===== src/rtl/mul_pipe_ctrl_pkg.sv =====
// Shared execute-unit constants and the speculation kill predicate.
// The widths here fix the operand and tag sizes for every exec unit that imports this package.
package mul_pipe_ctrl_pkg;

  localparam int SPECTAG_LEN = 5;
  localparam int RRF_SEL     = 6;
  localparam int DATA_LEN    = 32;

  // An op dies when a mispredict resolves on a branch it depends on.
  function automatic logic spec_kill(
    input logic                   prmiss,
    input logic                   sb,
    input logic [SPECTAG_LEN-1:0] st,
    input logic [SPECTAG_LEN-1:0] spectagfix
  );
    return prmiss & sb & ((st & spectagfix) != '0);
  endfunction

endpackage


===== src/rtl/mul_pipe_ctrl_stage.sv =====
// One multiplier pipeline stage of control state: {v, tag, dval, sb, st}.
// Loads from upstream when enabled, otherwise holds; kill and spectag-fix apply every edge.
module mul_stage_tag
  import mul_pipe_ctrl_pkg::*;
(
  input  logic                   clk,
  input  logic                   reset,
  input  logic                   en_i,
  input  logic                   v_i,
  input  logic [RRF_SEL-1:0]     tag_i,
  input  logic                   dval_i,
  input  logic                   sb_i,
  input  logic [SPECTAG_LEN-1:0] st_i,
  input  logic                   prmiss_i,
  input  logic                   prsuccess_i,
  input  logic [SPECTAG_LEN-1:0] spectagfix_i,
  output logic                   v_o,
  output logic [RRF_SEL-1:0]     tag_o,
  output logic                   dval_o,
  output logic                   sb_o,
  output logic [SPECTAG_LEN-1:0] st_o
);

  logic                   v_q, v_d;
  logic [RRF_SEL-1:0]     tag_q, tag_d;
  logic                   dval_q, dval_d;
  logic                   sb_q, sb_d;
  logic [SPECTAG_LEN-1:0] st_q, st_d;

  logic                   cand_v, cand_sb;
  logic [SPECTAG_LEN-1:0] cand_st;

  always_comb begin
    cand_v  = en_i ? v_i  : v_q;
    cand_sb = en_i ? sb_i : sb_q;
    cand_st = en_i ? st_i : st_q;
    tag_d   = en_i ? tag_i  : tag_q;
    dval_d  = en_i ? dval_i : dval_q;
    // Kill is judged on the pre-fix tag; a mispredict masks any same-cycle success.
    v_d  = cand_v & ~spec_kill(prmiss_i, cand_sb, cand_st, spectagfix_i);
    st_d = cand_st;
    sb_d = cand_sb;
    if (prsuccess_i && !prmiss_i) begin
      st_d = cand_st & ~spectagfix_i;
      sb_d = cand_sb & (st_d != '0);
    end
  end

  always_ff @(posedge clk) begin
    if (reset) begin
      v_q    <= 1'b0;
      tag_q  <= '0;
      dval_q <= 1'b0;
      sb_q   <= 1'b0;
      st_q   <= '0;
    end else begin
      v_q    <= v_d;
      tag_q  <= tag_d;
      dval_q <= dval_d;
      sb_q   <= sb_d;
      st_q   <= st_d;
    end
  end

  assign v_o    = v_q;
  assign tag_o  = tag_q;
  assign dval_o = dval_q;
  assign sb_o   = sb_q;
  assign st_o   = st_q;

endmodule


===== src/rtl/mul_pipe_ctrl.sv =====
// Sequencing controller for the fixed-latency pipelined multiplier: per-stage tracking,
// speculative kill/fix, and a writeback request/grant that stalls the whole pipe.
module mul_pipe_ctrl
  import mul_pipe_ctrl_pkg::*;
#(
  parameter int LATENCY = 3
) (
  input  logic                   clk,
  input  logic                   reset,
  input  logic                   issue,
  output logic                   issue_ready,
  input  logic [RRF_SEL-1:0]     rrftag,
  input  logic                   dstval,
  input  logic                   specbit,
  input  logic [SPECTAG_LEN-1:0] spectag,
  input  logic                   prmiss,
  input  logic                   prsuccess,
  input  logic [SPECTAG_LEN-1:0] spectagfix,
  output logic                   pipe_en,
  output logic                   wb_valid,
  input  logic                   wb_grant,
  output logic [RRF_SEL-1:0]     wb_rrftag,
  output logic                   rrf_we,
  output logic                   rob_we,
  output logic                   empty
);

  logic [LATENCY-1:0]     v, dval, sb, live;
  logic [RRF_SEL-1:0]     tag [LATENCY];
  logic [SPECTAG_LEN-1:0] st  [LATENCY];

  generate
    for (genvar gi = 0; gi < LATENCY; gi++) begin : g_stage
      logic                   in_v, in_dval, in_sb;
      logic [RRF_SEL-1:0]     in_tag;
      logic [SPECTAG_LEN-1:0] in_st;

      if (gi == 0) begin : g_head
        assign in_v    = issue;
        assign in_tag  = rrftag;
        assign in_dval = dstval;
        assign in_sb   = specbit;
        assign in_st   = spectag;
      end else begin : g_body
        assign in_v    = v[gi-1];
        assign in_tag  = tag[gi-1];
        assign in_dval = dval[gi-1];
        assign in_sb   = sb[gi-1];
        assign in_st   = st[gi-1];
      end

      mul_stage_tag u_stage (
        .clk          (clk),
        .reset        (reset),
        .en_i         (pipe_en),
        .v_i          (in_v),
        .tag_i        (in_tag),
        .dval_i       (in_dval),
        .sb_i         (in_sb),
        .st_i         (in_st),
        .prmiss_i     (prmiss),
        .prsuccess_i  (prsuccess),
        .spectagfix_i (spectagfix),
        .v_o          (v[gi]),
        .tag_o        (tag[gi]),
        .dval_o       (dval[gi]),
        .sb_o         (sb[gi]),
        .st_o         (st[gi])
      );

      assign live[gi] = v[gi] & ~spec_kill(prmiss, sb[gi], st[gi], spectagfix);
    end
  endgenerate

  assign wb_valid    = live[LATENCY-1];
  assign wb_rrftag   = tag[LATENCY-1];
  assign pipe_en     = ~wb_valid | wb_grant;
  assign issue_ready = pipe_en;
  assign rob_we      = wb_valid & wb_grant;
  assign rrf_we      = rob_we & dval[LATENCY-1];
  assign empty       = (live == '0);

endmodule


===== config.mk =====
export PLATFORM = sky130hd
export DESIGN_NAME = mul_pipe_ctrl
export DESIGN_NICKNAME = d
export VERILOG_FILES = /design/src/rtl/mul_pipe_ctrl_pkg.sv /design/src/rtl/mul_pipe_ctrl_stage.sv /design/src/rtl/mul_pipe_ctrl.sv
export SDC_FILE = /design/constraint.sdc
export NUM_CORES = 1
export LEC_CHECK = 0
export ABC_AREA = 1
export CORE_MARGIN = 3
export CORE_UTILIZATION = 50
export CTS_BUF_LIST = sky130_fd_sc_hd__clkbuf_4
export CTS_CLUSTER_DIAMETER = 100
export DETAILED_ROUTE_END_ITERATION = 8
export GPL_TIMING_DRIVEN = 0
export PLACE_DENSITY = 0.83
export SLEW_MARGIN = 20
export SYNTH_ARGS = -nofsm -noshare
export SYNTH_HDL_FRONTEND = slang
export SYNTH_SLANG_ARGS = --single-unit

===== constraint.sdc =====
create_clock -name clk -period 2.2 [get_ports clk]
set_clock_uncertainty 0.15 [all_clocks]
set_input_delay 0.44 -clock clk [delete_from_list [all_inputs] [get_ports clk]]
set_output_delay 0.44 -clock clk [all_outputs]
set_load 0.05 [all_outputs]

==> metrics list, run 1 <==
- Register clock-pin slew on the reported worst setup and hold paths: 0.12 ns
- Data on the critical path arrives at its endpoint at between 1.5 and 2 ns.
- Vias in the first global route: 1927
- Fraction of registers with async set/reset: 0%
- Setup TNS: -0.0642 ns
- Violations in the final reports: negative setup slack
- Dividing the synthesized area by the synthesized cell count gives 6.67 sq um.
- When the netlist entered floorplanning its net count stood at roughly 340.
- CTS placed an instance of sky130_fd_sc_hd__clkbuf_4 at the clock tree root.
* Pwr dens: around 600 nW/um^2
- The cell area that synthesis handed to floorplanning was ~2100 sq um.
* Result of the run: finished with violations
* Global routing usage summed across all routing layers: between 20 and 25%
- Detailed placement finished with a half-perimeter wire length of roughly 3.9 mm.
* Measured slew at the worst slew-check pin: just over 0.5 ns
- The routed design has 5.73 mm of wire.
- Detailed Routing Iterations Pass 1: 5
- Worst vdd ir: a little over 500 uV
- Antenna diodes: 0
- Setup repair after global routing could not meet its margin everywhere.
- Input and output buffers added on the ports amount to 35.
* Proportion of layout cells with a drive suffix above 1: a little over a fifth
- The core region is slightly below 4000 sq um.
- Yosys printed 0 warnings.
* Launching element type of the critical path: flip-flop
- In the global route stage, met3 resource usage came out at 4.69%.
- Classification of the worst-slack hold path: flip-flop to flip-flop
* Critical path peak fanout: 3
- Number of violations of the max-capacitance limit: 0
- The worst path uses 102% of the clock period.
- Setup violations remaining at the end of the flow were counted as 2.
* EDFF count, synth: 0
- Endpoint kind of the worst setup timing path: primary output
- DR DRC count: 0
- Relative to the synthesized area, the layout overhead comes to 33.3%.
- Most common flop cell mapped by yosys: sky130_fd_sc_hd__dfxtp_1
- Iteration-0 DRC count of the detailed router: ~220
- After filler insertion, the fill cell instance count of the layout stands at 320.
- Final min period: 2.24 ns
- The setup check on the worst reg-to-reg path leaves a slack of ~0.23 ns.
- Hold-critical path endpoint: g_stage[2].u_stage.tag_o[2]
- Die footprint: ~5000 sq um
- Final #Nets: 390
- At the later pin of the worst-skew pair, clock insertion delay measures between 0.3 and 0.4 ns.
- Sequential elements use 40.0% of the synthesized area.
- The floorplan step set the die height to between 70 and 80 um.
- CTS buffer count: 5
- Worst hold path cell count: 2
* Portion of synthesized cell area occupied by the leading cell type: roughly two fifths
- The final route contains ~2300 vias.
- Data required time at the worst endpoint: roughly 1.6 ns
- In this run the horizontal extent of the chip is roughly 71 um.
* Leading cell type by number of instances after synthesis: sky130_fd_sc_hd__nand2_1
- Detail-routed via count per cell: 5.49
- In this run the most critical hold path is launched from g_stage[2].u_stage.tag_o[2].
- No sink is reached through more buffers than the 2 on the longest clock path.
- Hold Buf Count CTS: 0
- Multi-input gate area: between 1000 and 1500 sq um
- Global routing consumed, on the met2 layer, about a third of the routing resources.
- Aggregate global routing overflow: 0
- GP Congestion: between 0.8 and 0.9
* Clk sink count: 42
- Global routing consumed, on the met1 layer, between 30% and 40% of the routing resources.
- Summing all flip-flop and latch instances after layout gives approximately 850 sq um.
- R2r endpoint: g_stage[0].u_stage.sb_o
* Starting Density: between 50 and 60%
* Leading area contributor after synthesis: sky130_fd_sc_hd__dfxtp_1
* Launch point of the worst reg-to-reg path: g_stage[2].u_stage.st_o[1]
- Synthesis inferred 42 register bits.
- Routed length per placed instance: 13.8 um
- H-tree depth reported by CTS: 2
- Static timing analysis puts the maximum clock frequency at 447 MHz.
- Entering global routing, the biggest net connects 21 pins.
* List of most frequent post-synthesis cells: sky130_fd_sc_hd__nand2_1, sky130_fd_sc_hd__dfxtp_1, sky130_fd_sc_hd__nor2_1
- TritonCTS built the clock tree.
* Tightest slew margin relative to the limit: about two thirds
- The final number of hold-violating endpoints is 0.
- Count of nets left with antenna violations after detail routing: 0
* Crit path setup slack, layout: -0.0381 ns
- Num rows: 22
* Boundary Pins: 36
- The critical path is of the flip-flop to primary output type.
- Power, Total: 1.66 mW
* Final slew viol count: 0
* Count of unique library cells instantiated by Yosys: 27
* Leakage dissipation: 1.22 nW
* Cell types occupying the most area after synthesis: sky130_fd_sc_hd__dfxtp_1, sky130_fd_sc_hd__nand2_1, sky130_fd_sc_hd__nand3_1
- Number of antenna violations at the first check in global routing: 0
- The global routing stage identified its most utilized layer as met2.
- Syn Inst Count: 315
- Logic depth of the worst register-to-register path: 12
* First-pass GRT wire length: between 9 and 10 mm
cell type report:
class | instances | share of cell area (%)
sequential | 42 | 30.4
clock inverter | 2 | 1.34
buffer | 12 | 3.80
inverter | 35 | 4.78
multi-input combinational | 225 | 39.9
clock buffer | 6 | 1.61
timing repair buffer | 45 | 16.0
tap | 48 | 2.14
registers in the layout, indices dropped and copies added, names as in the netlist:
signal	cells
g_stage.u_stage.sb_o	3
g_stage.u_stage.st_o	15
g_stage.u_stage.dval_o	3
g_stage.u_stage.tag_o	18
g_stage.u_stage.v_o	3
through the flow:
stage	std cells	cell area, sq um	worst slack [ns]	hold slack, ns	utilization, %
2_1_floorplan	315	2120	-0.111	0.284	-
3_3_place_gp	398	2530	-1.24	0.298	65.6
3_5_place_dp	398	2530	-1.22	0.303	65.6
4_1_cts	410	2690	-0.0495	0.321	69.8
5_1_grt	415	2800	-0.127	0.338	72.7
6_report	415	2800	-0.0381	0.318	72.7
kinds of logic after synthesis:
logic type,share of synthesized area (%)
flip-flops,40.0
AND/OR/NAND/NOR,37.6
AO/OA/AOI/OAI,12.3
buffers and inverters,10.1
power breakdown:
part           switching (mW)  leakage, nW  internal, mW
logic                   0.204        0.832         0.135
registers              0.0195        0.349         0.802
clock network           0.252       0.0419         0.252
worst max-delay path, stage by stage, from the launching register on:
cell and delay (ns):
sky130_fd_sc_hd__dfxtp_1 0.35, sky130_fd_sc_hd__inv_1 0.08, sky130_fd_sc_hd__o22ai_1 0.13, sky130_fd_sc_hd__nor2_1 0.06, sky130_fd_sc_hd__o21ai_1 0.10, sky130_fd_sc_hd__a31oi_2 0.14
sky130_fd_sc_hd__a211oi_4 0.24, sky130_fd_sc_hd__buf_6 0.19
what timing repair did:
item | CTS | global route
setup buffers | 5 | 4
cloned | 0 | 1
gates resized for setup | 83 | 23
pin swaps | 11 | 8
setup endpoints to repair | 6 | 6
per-layer routing:
| metal | up-vias | share of wire, % | routed length (um) |
|---|---|---|---|
| met4 | 0 | 1.8 | 102 |
| met3 | 10 | 10 | 572 |
| met1 | 1006 | 43 | 2470 |
| met2 | 136 | 45 | 2590 |
| li1 | 1128 | - | - |
| met5 | - | 0 | 0 |
worst max path at each step:
stage	start	cells after the start	to	slack [ns]
6_report	g_stage[0].u_stage.st_o[3]	7	empty	-0.04
5_1_grt	g_stage[1].u_stage.st_o[2]	7	empty	-0.13
4_1_cts	g_stage[2].u_stage.st_o[2]	7	rrf_we	-0.05
3_5_place_dp	prmiss	8	pipe_en	-1.22
3_3_place_gp	prmiss	8	pipe_en	-1.24
2_1_floorplan	spectagfix[0]	7	empty	-0.11
layout by cell type, fill, tap and decap left out, drive strengths merged, types with 2 or more instances in the layout:
| master | count |
|---|---|
| and2 | 2 |
| o21ai | 15 |
| buf | 26 |
| dfxtp | 42 |
| nand4 | 15 |
| clkdlybuf4s50 | 23 |
| inv | 34 |
| nor2 | 34 |
| clkbuf | 11 |
| o22ai | 4 |
| clkdlybuf4s15 | 3 |
| nand3 | 31 |
| o211ai | 2 |
| a21oi | 22 |
| nand2 | 96 |
No activity file was read; power rests on OpenSTA's default activity.
==> inputs of run 2 (changes only) <==
--- a/config.mk
+++ b/config.mk
@@ -6,9 +6,9 @@
 export NUM_CORES = 1
 export LEC_CHECK = 0
 export ABC_AREA = 1
+export CORE_ASPECT_RATIO = 1.75
 export CORE_MARGIN = 3
 export CORE_UTILIZATION = 50
-export CTS_BUF_LIST = sky130_fd_sc_hd__clkbuf_4
 export CTS_CLUSTER_DIAMETER = 100
 export DETAILED_ROUTE_END_ITERATION = 8
 export GPL_TIMING_DRIVEN = 0
==> metrics list, run 2 (synthesis results as in run 1) <==
- Worst vdd ir: 521 uV (+0.67%)
- Comb power frac: 20.1% (-0.3 points)
- The maximum count of clock buffers along a single path came to 2 (unchanged).
- Data required time at the worst endpoint: 1.61 ns (about the same)
* Setup TNS: -0.0629 ns (+0.00125 ns)
- First-pass GRT wire length: 9.32 mm (+2.6%)
* Proportion of power drawn by flip-flops and latches: 48.8% (-0.5 points)
- Clock tree root driver cell: sky130_fd_sc_hd__clkbuf_8
- The count of clock tree sinks was 42 (unchanged).
- Kind of critical path: input pin to primary output
- The horizontal die dimension was 55 um (-22%).
* DR DRC count: 0 (unchanged)
- Global routing usage summed across all routing layers: 25.1% (+2.6 points)
- The final critical path time including I/O delays and setup was 2.26 ns (+0.0248 ns).
- GP Congestion: 0.945 (+5.2%)
- Core area: 3980 sq um (+3.2%)
* Worst path bufs/invs: 3 (+1)
- Final #Nets: 387 (-0.77%)
- Commonest non-fill, non-tap cells in the layout: sky130_fd_sc_hd__nand2_1, sky130_fd_sc_hd__dfxtp_1, sky130_fd_sc_hd__nor2_1
- The average detailed-routed wire length per instance was 14.8 um (+7.1%).
- CP Launch Point: spectagfix[2]
* Setup repair after global routing missed its margin: yes
- The initial cell density of the core was 52.8% (-1.7 points).
- Critical path peak fanout: 7 (+4)
- Detail-routed via count per cell: 5.66 (+2.9%)
- Delay of the slowest cell on the worst path: 0.29 ns (-0.06 ns)
* Global-route track usage on met1: 25.5% (-7.4 points)
* Register clock-pin slew on the reported worst setup and hold paths: 0.08 ns (-0.04 ns)
* Share of power burned in the clock network: 31.1% (+0.8 points)
- Count of nets left with antenna violations after detail routing: 0 (unchanged)
- The worst setup margin came to -0.0629 ns (-0.0248 ns).
- Among cell families on the critical path, the largest total delay comes from compound AO/OA/AOI/OAI gates.
- The transition time at the pin with the least slew margin is 0.497 ns (-0.0179 ns).
- The power consumption was 1.68 mW (+0.79%).
- Pwr dens: 616 nW/um^2 (+3.7%)
- CTS buffer count: 5 (unchanged)
- Launching element type of the critical path: input pin
- The pre-CTS worst setup slack was -1.21 ns (+0.00890 ns).
- Endpoint kind of the worst setup timing path: primary output
* Violations in the final reports: negative setup slack
- Die footprint: 5050 sq um (+0.61%)
- The switching power share of the total is 29.5% (+0.99 points).
- Number of flip-flops under the largest register name: 18 (unchanged)
- Vertical die dimension: 91.7 um (+30%)
- The data arrival time of the critical path came to 1.67 ns (+0.02 ns).
- The met3 capacity usage during global routing was 6.67% (+2.0 points).
- Area delta synth->final: 29.5%
* Most common cell after layout, fill and taps aside: sky130_fd_sc_hd__nand2_1
* WP depth: 8 (+1)
- The post-DP HPWL was 4.18 mm (+7.7%).
- Setup Viol. Count Final: 1 (-1)
* Detailed Routing Iterations Pass 1: 5 (unchanged)
- The number of inserted diodes is 0 (unchanged).
* Logic depth of the worst register-to-register path: 12 (unchanged)
- Internal power: 1.18 mW (-0.61%)
* Net switching power: 0.496 mW (+4.3%)
- The via count of the first global-routing pass was 2110 (+9.5%).
- Instance area at placement: 2530 sq um (unchanged)
- Met2 usage in global routing: 41.4% (+8.1 points)
* Maximum number of pins on one net before global-route repair: 21 (unchanged)
* Vias: 2330 (+2.2%)
- Iteration-0 DRC count of the detailed router: 144 (-34%)
* Final slew viol count: 0 (unchanged)
- The flow ran to the end, but the final reports show violations.
- The remaining max-slew budget at the tightest pin was 66.8% (+1.2 points).
- H-tree depth reported by CTS: 2 (unchanged)
- Boundary Pins: 36 (unchanged)
- The startpoint identified for the worst register-to-register timing path is g_stage[2].u_stage.st_o[1].
- CP max stage cell: sky130_fd_sc_hd__a211oi_4
* Final core utilization: 68.4% (-4.3 points)
- Proportion of layout cells with a drive suffix above 1: 17.9% (-3.4 points)
- Finished layout cell area: 2720 sq um (-2.8%)
- Classification of the worst-slack hold path: flip-flop to flip-flop
- The hold buffer count at cts is 0 (unchanged).
- The share of the clock period used by the worst path after layout was 103% (+1.1 points).
* Number of port buffers: 35 (unchanged)
* Clock latency of the later-clocked register in the worst-skew pair: 0.30 ns (-0.05 ns)
* Final Routed Wirelength: 6.10 mm (+6.4%)
* TritonCTS clock tree: done
* Number of antenna violations at the first check in global routing: 0 (unchanged)
- Max Clk Rate: 442 MHz (-1.1%)
* Worst hold path cell count: 2 (unchanged)
- The final number of hold-violating endpoints was 0 (unchanged).
- Global-route layer with the greatest usage: met2
* Number of violations of the max-capacitance limit: 0 (unchanged)
- CP Cell Sequence: buf_2 -> inv_4 -> o22ai_1 -> nor2_1 -> o21ai_1 -> nand3_2 -> a211oi_4 -> buf_6
- Leakage dissipation: 1.20 nW (-1.5%)
- The number of filler cells placed in the layout came to 356 (+11%).
* Aggregate global routing overflow: 0 (unchanged)
- The count of standard-cell rows was 30 (+36%).
- Min-delay src: g_stage[1].u_stage.tag_o[1]
run 2: cell types whose count changed in the layout (fill, tap and decap cells not counted), moves of 3 or more:
| cell | before | now |
|---|---|---|
| sky130_fd_sc_hd__clkbuf_4 | 6 | 1 |
| sky130_fd_sc_hd__clkbuf_8 | 1 | 7 |
| sky130_fd_sc_hd__buf_2 | 6 | 10 |
| sky130_fd_sc_hd__nand2_2 | 9 | 5 |
| sky130_fd_sc_hd__nand2_1 | 85 | 88 |
| sky130_fd_sc_hd__dfxtp_2 | 8 | 3 |
| sky130_fd_sc_hd__clkdlybuf4s15_2 | 3 | 0 |
| sky130_fd_sc_hd__dfxtp_1 | 34 | 39 |
run 2: routing by layer:
layer	part of all wire, %	routed length [um]
met1	36	2190
met2	50	3020
met3	7.2	437
met4	7.3	442
met5	0	0
run 2: worst min-delay path, delay by kind of cell, from the launching register on:
kind	cells	cell delay, ns
AO/OA/AOI/OAI	1	0.05
flip-flops	1	0.31
AND/OR/NAND/NOR	1	0.06
run 2: repair_timing:
| item | 4_1_cts | 5_1_grt |
|---|---|---|
| gates cloned | 0 | 0 |
| hold endpoints to repair | 0 | 0 |
| resized for setup | 78 | 20 |
| setup endpoints to repair | 10 | 6 |
| setup buffers | 5 | 2 |
| pin swaps | 6 | 7 |
run 2: layout make-up:
type / instances / area, sq um / area share [%]
multi-input combinational: 225 / 1110 / 41.0
timing repair buffer: 42 / 375 / 13.8
buffer: 12 / 96.3 / 3.54
clock buffer: 7 / 86.3 / 3.17
sequential: 42 / 845 / 31.0
inverter: 35 / 139 / 5.10
clock inverter: 1 / 5.00 / 0.184
tap: 48 / 60.1 / 2.21
run 2: final timing paths:
check / endpoint / slack (ns)
max: empty / -0.06
min: g_stage[1].u_stage.tag_o[1] / 0.31
max reg2reg: g_stage[1].u_stage.v_o / 0.19
min reg2reg: g_stage[1].u_stage.tag_o[1] / 0.31
run 2: through the flow:
stage / cells / hold slack [ns]
after floorplan: 315 / 0.284
after global placement: 398 / 0.298
after detailed placement: 398 / 0.303
after CTS: 410 / 0.314
after global routing: 412 / 0.327
final: 412 / 0.312
run 2: power by group through the flow:
stage               registers (mW)  logic [mW]  clock network (mW)
finish                       0.819       0.337               0.522
global route                 0.823       0.366               0.556
CTS                          0.817       0.316               0.527
detailed placement           0.834       0.308                   0
global placement             0.833       0.305                   0
floorplan                    0.842       0.187                   0
==> RTL change (flow settings as in run 1) <==
Make the reset (`reset`) asynchronous in one clocked block.
--- a/src/rtl/mul_pipe_ctrl_stage.sv
+++ b/src/rtl/mul_pipe_ctrl_stage.sv
@@ -46,7 +46,7 @@
     end
   end
 
-  always_ff @(posedge clk) begin
+  always_ff @(posedge clk or posedge reset) begin
     if (reset) begin
       v_q    <= 1'b0;
       tag_q  <= '0;
Formal check against the unedited RTL: differs if reset is asserted again (counterexample within 4 cycles, from zero or initial values and one cycle with reset high); with reset held inactive, the same outputs for 10 cycles.
==> RTL change against run 1 <==
The run still ends with negative setup slack left; maximum frequency decreased by 3.2%; die area is 5.7% higher; synthesized area increased by 6.3%; sequential cell count is the same; routed wire length rose by 8.8%; worst setup slack worse by 0.073 ns; register-to-register slack worse by 0.08 ns; cell area rose by 4.6%; final cell count is 3.4% lower; critical path type is now in -> out; largest cell class is now flip-flops and latches.
Power is not compared: it rests on default switching activity, and its combinational part moved more than twofold at a synthesized area within 25%.
==> RTL change: results (changes against run 1) <==
global_routing:
  grt_use_total_pct: 24.8  # +2.4 points
  use_met3_pct: 4.68  # about the same
  grt_util_met2_pct: 37.2  # +3.9 points
  grt_max_degree: 36  # +71%
  grt_pass1_vias: 2120  # +10%
  grt_pass1_wl_mm: 10.0  # +10%
routing:
  wl_mm: 6.24  # +8.8%
  via_count: 2185  # -4.2%
  wl_met3_microns: 504  # -12%
  m1WireLength_mm: 2.72  # +10%
  drtIter0Drc: 194  # -11%
  route.met2.wl_mm: 2.93  # +13%
  wl_per_cell_microns: 15.6  # +13%
critical_path:
  r2r_setup_slack_ns: 0.15  # -0.08 ns
  crit_start: "wb_grant"
  reg2reg_from: "g_stage[2].u_stage.st_o[3]"
  cpPeakStageDelay_ns: 0.48  # +0.13 ns
  cpMaxStageDelayCell: "clkdlybuf4s50_1"
  arrival_ns: 1.72  # +0.07 ns
  path_max_fanout: 10  # +7
  worstReg2RegEnd: "g_stage[2].u_stage.v_o"
layout:
  layout-drive-gt1-share_pct: 18.5  # -2.7 points
  fill_cells: 338  # +5.6%
  fin_nets: 374  # -4.1%
worst_hold_path:
  hold_class: "in -> async"
yosys:
  ys_seq_area_share_pct: 47.1  # +7.1 points
  synth_compound_area_share_pct: 9.36  # -2.9 points
  ys.flop_type: "dfrtp_1"
  ys_types: 22  # -19%
  yosysWarnings: 0  # unchanged
  postSynthNetCount: 327  # -3.5%
  syn_area_per_cell_sq_um: 7.37  # +10%
  synth-xor-area-share_pct: 0  # unchanged
  synth_common_cells: "nand2_1, dfrtp_1, inv_1, nor2_1, nand3_1"
  synthTopCellsByArea: "dfrtp_1, nand2_1, inv_1, nor2_1, nand3_1"
  async_flop_share_pct: 100  # +100 points
cts:
  htree_levels: 2  # unchanged
run_status:
  violations: "negative setup slack"
  status: "finished, violations left"
sta:
  setup_viol: 5  # +3
  whs_ns: 0.144  # -0.174 ns
  worst_pin_slew_ns: 0.526  # +0.0109 ns
  finalWorstSetupSlack_ns: -0.112  # -0.0734 ns
  setup_tns_ns: -0.355  # -0.291 ns
place:
  gp_congestion: 0.937  # +4.4%
  place_inst: 389  # -2.3%
  place_ws_ns: -1.43  # -0.219 ns
  placed_cell_area_sq_um: 2680  # +6.0%
  hpwlAfterDp_mm: 4.29  # +10%
==> RTL change: cell types whose count changed after synthesis, moves of 4 or more <==
cell	change
a21oi_1	-22
inv_1	+8
dfxtp_1	-42
dfrtp_1	+42
o21ai_1	+8
nand3_1	-8
nand2_2	+4
==> RTL change: final cells by class <==
class	count	area [sq um]	share of cell area, %
inverters	42	159	5.43
flip-flops and latches	42	1050	35.9
clock buffers	6	45.0	1.54
plain buffers	9	86.3	2.95
repair buffers	42	439	15.0
well taps	50	62.6	2.14
clock inverters	2	37.5	1.28
multi-input cells	208	1050	35.8
==> RTL change: worst max-delay path by stage <==
stage / end / slack (ns)
after floorplan: rrf_we / -0.13
final: rrf_we / -0.11
after global routing: rrf_we / -0.17
after detailed placement: pipe_en / -1.43
after global placement: pipe_en / -1.43
after CTS: rrf_we / -0.16
==> RTL change: what timing repair did <==
item	in CTS	in global routing
cloned	1	0
hold buffers	0	0
gates resized for setup	69	24
buffers inserted	6	0
setup endpoints to repair	26	15
pin swaps	6	7
